File: src/rtl/cpu_pkg.sv
// Shared CPU constants: default widths, well-known register numbers and
// write-data select encodings.
package cpu_pkg;
  localparam int DW_DEF = 32;
  localparam int AW_DEF = 5;

  localparam logic [4:0] REG_ZERO = 5'd0;
  localparam logic [4:0] REG_RA   = 5'd31;

  localparam logic DSEL_RES  = 1'b0;
  localparam logic DSEL_LINK = 1'b1;
endpackage

File: src/rtl/wb_mux.sv
// Write-back data selector: link address for jal, else ALU/memory result.
module wb_mux
  import cpu_pkg::*;
#(
  parameter int DW = DW_DEF
) (
  input  logic          dsel,
  input  logic [DW-1:0] res,
  input  logic [DW-1:0] link_addr,
  output logic [DW-1:0] wd
);
  assign wd = (dsel == DSEL_LINK) ? link_addr : res;
endmodule

File: src/rtl/wb_regfile.sv
// Write-back stage and register file: r0 hardwired to zero, two decode read
// ports with optional write bypass, one unbypassed debug port, write counter.
module wb_regfile
  import cpu_pkg::*;
#(
  parameter int DW     = DW_DEF,
  parameter int AW     = AW_DEF,
  parameter int BYPASS = 0
) (
  input  logic          clk,
  input  logic          rst,
  input  logic          we,
  input  logic          dsel,
  input  logic [AW-1:0] wn,
  input  logic [DW-1:0] res,
  input  logic [DW-1:0] link_addr,
  input  logic [AW-1:0] rna,
  input  logic [AW-1:0] rnb,
  output logic [DW-1:0] qa,
  output logic [DW-1:0] qb,
  input  logic [AW-1:0] dbg_rn,
  output logic [DW-1:0] dbg_q,
  output logic [15:0]   wr_cnt
);
  localparam int DEPTH = 1 << AW;

  // r0 is never stored; reads of it are forced to zero below.
  logic [DW-1:0] regs_q [1:DEPTH-1];
  logic [DW-1:0] regs_d [1:DEPTH-1];
  logic [15:0]   wr_cnt_q, wr_cnt_d;
  logic [DW-1:0] wd;
  logic          commit;

  wb_mux #(.DW(DW)) u_wb_mux (
    .dsel      (dsel),
    .res       (res),
    .link_addr (link_addr),
    .wd        (wd)
  );

  assign commit = we && (wn != '0);

  always_comb begin
    regs_d   = regs_q;
    wr_cnt_d = wr_cnt_q;
    if (commit) begin
      regs_d[wn] = wd;
      wr_cnt_d   = wr_cnt_q + 16'd1;
    end
  end

  always_ff @(posedge clk or posedge rst) begin
    if (rst) begin
      for (int i = 1; i < DEPTH; i++) regs_q[i] <= '0;
      wr_cnt_q <= '0;
    end else begin
      regs_q   <= regs_d;
      wr_cnt_q <= wr_cnt_d;
    end
  end

  always_comb begin
    qa    = (rna == '0)    ? '0 : regs_q[rna];
    qb    = (rnb == '0)    ? '0 : regs_q[rnb];
    dbg_q = (dbg_rn == '0) ? '0 : regs_q[dbg_rn];
    // commit already excludes wn==0, so r0 stays zero under bypass.
    if (BYPASS != 0 && commit && rna == wn) qa = wd;
    if (BYPASS != 0 && commit && rnb == wn) qb = wd;
  end

  assign wr_cnt = wr_cnt_q;
endmodule

File: config.mk
export PLATFORM = sky130hd
export DESIGN_NAME = wb_regfile
export DESIGN_NICKNAME = d
export VERILOG_FILES = /design/src/rtl/cpu_pkg.sv /design/src/rtl/wb_mux.sv /design/src/rtl/wb_regfile.sv
export SDC_FILE = /design/constraint.sdc
export NUM_CORES = 2
export LEC_CHECK = 0
export BUFFER_PORTS_ARGS = -buffer_cell sky130_fd_sc_hd__clkbuf_2
export CORE_MARGIN = 2
export CORE_UTILIZATION = 30
export DETAILED_ROUTE_END_ITERATION = 8
export GPL_TIMING_DRIVEN = 0
export PLACE_DENSITY_LB_ADDON = 0.08
export SLEW_MARGIN = 20
export SYNTH_ARGS = -nofsm -noshare
export SYNTH_HDL_FRONTEND = slang
export SYNTH_SLANG_ARGS = --single-unit
File: constraint.sdc
create_clock -name clk -period 72.9 [get_ports clk]
set_clock_uncertainty 0.1 [all_clocks]
set_input_delay 10.935 -clock clk [delete_from_list [all_inputs] [get_ports clk]]
set_output_delay 10.935 -clock clk [all_outputs]
set_load 0.01 [all_outputs]
Yosys cells after proc, flatten, opt, wreduce, memory -nomap -nowiden
Cells that the tools add are included.

operators by class
  reductions and logical operators = 6
  mux-type cells = 16
  add/sub/neg operators = 1
  magnitude comparators = 5
  bitwise logic cells = 4

operators with widths
  kind                                                        number
  bitwise mux 992 bit                                         1
  binary-select mux 32 bit (select 5 bit)                     3
  2-to-1 mux 32 bit                                           11
  demux 32 bit (select 5 bit)                                 1
  greater-or-equal comparator 6 bit, second input constant    4
  inverter 5 -> 6 bit                                         4
  adder 16 x 1 -> 16 bit, second input constant               1
  logical NOT 5 bit                                           3
  less-than comparator 6 x 1 -> 1 bit, second input constant  1
  nonzero test 5 bit                                          1
  logical AND 1 bit                                           2

word-level totals
  register bits = 1,008
  output and inout bits = 112
  bits of input ports = 88
  logic and storage cells = 64

Depth between registers and ports, before layout
  word-level depth = 6
  depth in mapped cells = 10
  mapped depth without buffers = 5

Modules after synthesis
Synthesis repeated with hierarchy kept, for this count alone.

unflattened totals
  cells, all modules = 4,265
  area total of the unflattened synthesis = 61,971.9 µm²

by module, submodules not included
  module      seq. area each (µm²)  times used  area each (µm²)  cells an instance
  wb_regfile  25,224.2              1           61,427.7         4,229
  wb_mux      0.0                   1           544.3            36

Worst setup path before layout
OpenSTA, ideal clock, no wires.

  path type = in2out
  start = input rna[0]
  end = output qa[21]
  cell stages on the path = 8
  path slack = 49.302 ns
  buffers on the path = 3
  data arrival time = 12.563 ns
  data required time = 61.865 ns
  cell sequence = buf_2 > clkbuf_1 > buf_2 > mux4_2 > mux2i_1 > nor2_1 > a21oi_1 > o221ai_1

between the ends
  longest elaborated chain between the ends = 5
  elaborated cells on any way between the ends = 6
  classes of those cells = mux: 4; bitwise: 1; reduce/logical: 1

ends and longest elaborated chain
  item                                                  RTL line          source
  start: declaration                                    wb_regfile.sv:17  input logic [AW-1:0] rna,
  inverter 5 -> 6 bit (not written as such)             wb_regfile.sv:63  qa = (rna == '0) ? '0 : regs_q[rna];
  binary-select mux 32 bit (select 5 bit)               wb_regfile.sv:63
  2-to-1 mux 32 bit (not written as such) (2 in a row)  wb_regfile.sv:63
  2-to-1 mux 32 bit (*)                                 wb_regfile.sv:63
  end: declaration                                      wb_regfile.sv:19  output logic [DW-1:0] qa,

Mark *: on every way between the ends. The rest lies on a longest branch, timed or not. The select of a mux whose other input is x is not followed.

Final worst setup path
  start = input rnb[2]
  end = output qb[7]

between the ends
  longest elaborated chain between the ends = 5
  elaborated cells on any way between the ends = 6
  classes of those cells = mux: 4; bitwise: 1; reduce/logical: 1

ends and longest elaborated chain
  item                                                  RTL line          source
  start: declaration                                    wb_regfile.sv:18  input logic [AW-1:0] rnb,
  inverter 5 -> 6 bit (not written as such)             wb_regfile.sv:64  qb = (rnb == '0) ? '0 : regs_q[rnb];
  binary-select mux 32 bit (select 5 bit)               wb_regfile.sv:64
  2-to-1 mux 32 bit (not written as such) (2 in a row)  wb_regfile.sv:64
  2-to-1 mux 32 bit (*)                                 wb_regfile.sv:64
  end: declaration                                      wb_regfile.sv:20  output logic [DW-1:0] qb,

Marks and branches as above.

==> flow_summary.json <==
{
  "grt_antenna_before_repair": 18,
  "synth_seq_cells": 1008,
  "numCtsBuffers": 133,
  "areaGrowthSynthToFinish_pct": 16.0,
  "cts_tree": "yes",
  "required_ns": 61.87,
  "dp_hpwl_um": 254000,
  "finalSetupTns_ns": 0,
  "start_util_pct": 30.2,
  "worstPathArrival_ns": 15.34,
  "clock_path_buffers": 3,
  "synthArstFlopShare_pct": 100,
  "cts.sinks": 1008,
  "slowest_stage": "a221oi_1",
  "io_pins": 200,
  "timing.final.crit_share_pct": 36.2,
  "cts.repair.resized": 0,
  "via_per_inst": 5.92,
  "synth_edf_count": 0,
  "wire_per_inst_um": 37.5,
  "mostFrequentLayoutCells": "dfrtp_1 (1008), nand2_1 (733), o21ai_0 (673)",
  "ant_nets": 0,
  "cp_max_fo": 10,
  "max_slew_margin_pct": 16.7,
  "cts-root-buf": "clkbuf_16",
  "slew_violations": 0,
  "synth.distinct_cells": 44,
  "max_stage_delay_ns": 0.94,
  "grt_max_degree": 98,
  "status": "finished clean",
  "ctsHoldBuffers": 0,
  "ir_drop_v": 0.0000272,
  "core_area_um2": 197000,
  "synthFlopType": "dfrtp_1",
  "drt-initial-drc-count": 6205,
  "critPathKind": "input port to output port",
  "worstMarginPinSlew_ns": 1.25,
  "post_cts.repair.setup_buffers": 0,
  "ys_warn_count": 0,
  "path_clk_slew_ns": 0.06,
  "hold_violations": 0,
  "setup_violations": 0,
  "crit_buf_inv": 5,
  "grt_pass1_vias": 48800,
  "dieArea_um2": 202000,
  "critPathLaunchType": "input port",
  "fp.dieW_um": 449,
  "via_count": 50200,
  "ys_seq_area_share_pct": 42.4,
  "globalRouteTotalUtil_pct": 30.9,
  "clock.fmax_mhz": 37.9,
  "syn-cell-area_um2": 59500,
  "rows": 163,
  "endpoint_kind": "output port",
  "max_cap_viol_count": 0,
  "h-tree-depth": 4,
  "die_height_um": 449,
  "syn-num-nets": 5474,
  "nets": 5814,
  "drive_above_1_share_pct": 23.7,
  "layout_commonest_cell": "dfrtp_1",
  "port_buffers": 186,
  "dr.pass1.iters": 6,
  "drc": 0,
  "routabilityCongestion": 1.04,
  "hold_class": "flip-flop to flip-flop",
  "power_leakage_uw": 0.0283,
  "power_uw": 2100,
  "cp_cell_sequence": "buf_2 > buf_4 > buf_2 > nor2_1 > clkbuf_1 > a221oi_1 > nor2_1 > nor3_1 > clkbuf_2",
  "postSynthCellCount": 5385,
  "finalCriticalPeriod_ns": 26.37,
  "finalWirelength_um": 318000,
  "clock_latency_ns": 0.80,
  "grt_first_pass_wirelength_um": 426000,
  "overflow": 0,
  "n_fill_cell": 19900,
  "rsz0062_at_grt": "no",
  "synth.avg_cell_area_um2": 11.1,
  "p_per_area_nw_per_um2": 30.5,
  "critPathTopFamily": "buffers and inverters"
}
[synth_stat cells, types with 10 or more instances]
| cell type | instances | area share (%) |
|---|---|---|
| clkbuf_1 | 386 | 2.4 |
| mux2i_1 | 256 | 4.3 |
| mux2_2 | 105 | 2.0 |
| mux4_2 | 662 | 25 |
| buf_4 | 19 | 0.24 |
| nor2b_1 | 31 | 0.33 |
| nand3_1 | 27 | 0.23 |
| o22ai_1 | 39 | 0.41 |
| xnor2_1 | 10 | 0.15 |
| nor3_1 | 30 | 0.25 |
| o221ai_1 | 67 | 0.99 |
| o21ai_0 | 673 | 5.7 |
| dfrtp_1 | 1008 | 42 |
| nor2_1 | 501 | 3.2 |
| buf_1 | 47 | 0.30 |
| a21oi_1 | 468 | 3.9 |
| a211oi_1 | 16 | 0.20 |
| a221oi_1 | 27 | 0.40 |
| nand2_1 | 733 | 4.6 |
| buf_2 | 120 | 1.0 |
| a22oi_1 | 73 | 0.92 |
[cells by family (layout without fill, tap and decap cells)]
logic type,count (synthesis),in the layout,synth area share (%)
multiplexers,1023,1023,31.3
AO/OA/AOI/OAI,1389,1389,12.8
other,0,21,0
buffers and inverters,580,1021,4.08
XOR/XNOR,15,15,0.221
flip-flops,1008,1008,42.4
AND/OR/NAND/NOR,1369,1369,9.15
adder cells (fa/ha/maj),1,1,0.0210
[state kept, by name (all words and copies together) (netlist names)]
signal / flops
regs_q: 992
wr_cnt: 16
[metal layers]
layer  wire [µm]  vias up  track usage [%]  share of wire, %
li1            -    20800                -                 -
met1      129000    26200             40.3                41
met2      142000     2653             46.9                45
met3       31400      484             9.75               9.9
met4       15600        6             13.8               4.9
met5          33        -           0.0237             0.010
[layout make-up]
cell class                      count  area, µm²  share of cell area, %
Antenna cell                       21       52.6                 0.0761
Buffer                            577       2450                   3.55
Clock buffer                      195       4090                   5.93
Clock inverter                     41        574                  0.832
Inverter                            3       18.8                 0.0272
Multi-Input combinational cell   3797      31900                   46.3
Sequential cell                  1008      25200                   36.5
Tap cell                         2640       3300                   4.78
Timing Repair Buffer              205       1390                   2.01
[power breakdown]
group	switching (µW)	internal, µW
sequential	142	679
clock	279	437
combinational	314	253
[stage by stage]
step                util, %  cell area, µm²  cells  hold slack, ns  setup WS, ns
floorplan                 -           59500   5385           0.376         33.50
global placement       32.3           63800   8211           0.364         18.93
detailed placement     32.6           64300   8230           0.365         46.89
CTS                    35.0           69000   8466           0.381         46.89
global route           35.0           69000   8469           0.400         46.68
finish                 35.0           69000   8487           0.374         46.53
[worst reg2reg max path: cells and delay by family (launching register included)]
family           cells  cell delay (ns)
flip-flops           1             0.44
XOR/XNOR             1             0.17
AND/OR/NAND/NOR      3             1.03
[path summary, 6_finish.rpt]
path,slack (ns),endpoint,from,cells after the start
max in group asynchronous,59.64,regs_q[459],rst,8
hold reg to reg,0.37,wr_cnt[15],wr_cnt[15],1
hold / removal,0.37,wr_cnt[15],wr_cnt[15],1
setup reg to reg,71.06,wr_cnt[15],wr_cnt[4],4
setup / recovery,46.53,qb[7],rnb[2],9
min in group asynchronous,10.06,regs_q[734],rst,2
Power figures use the tool's default switching activity.
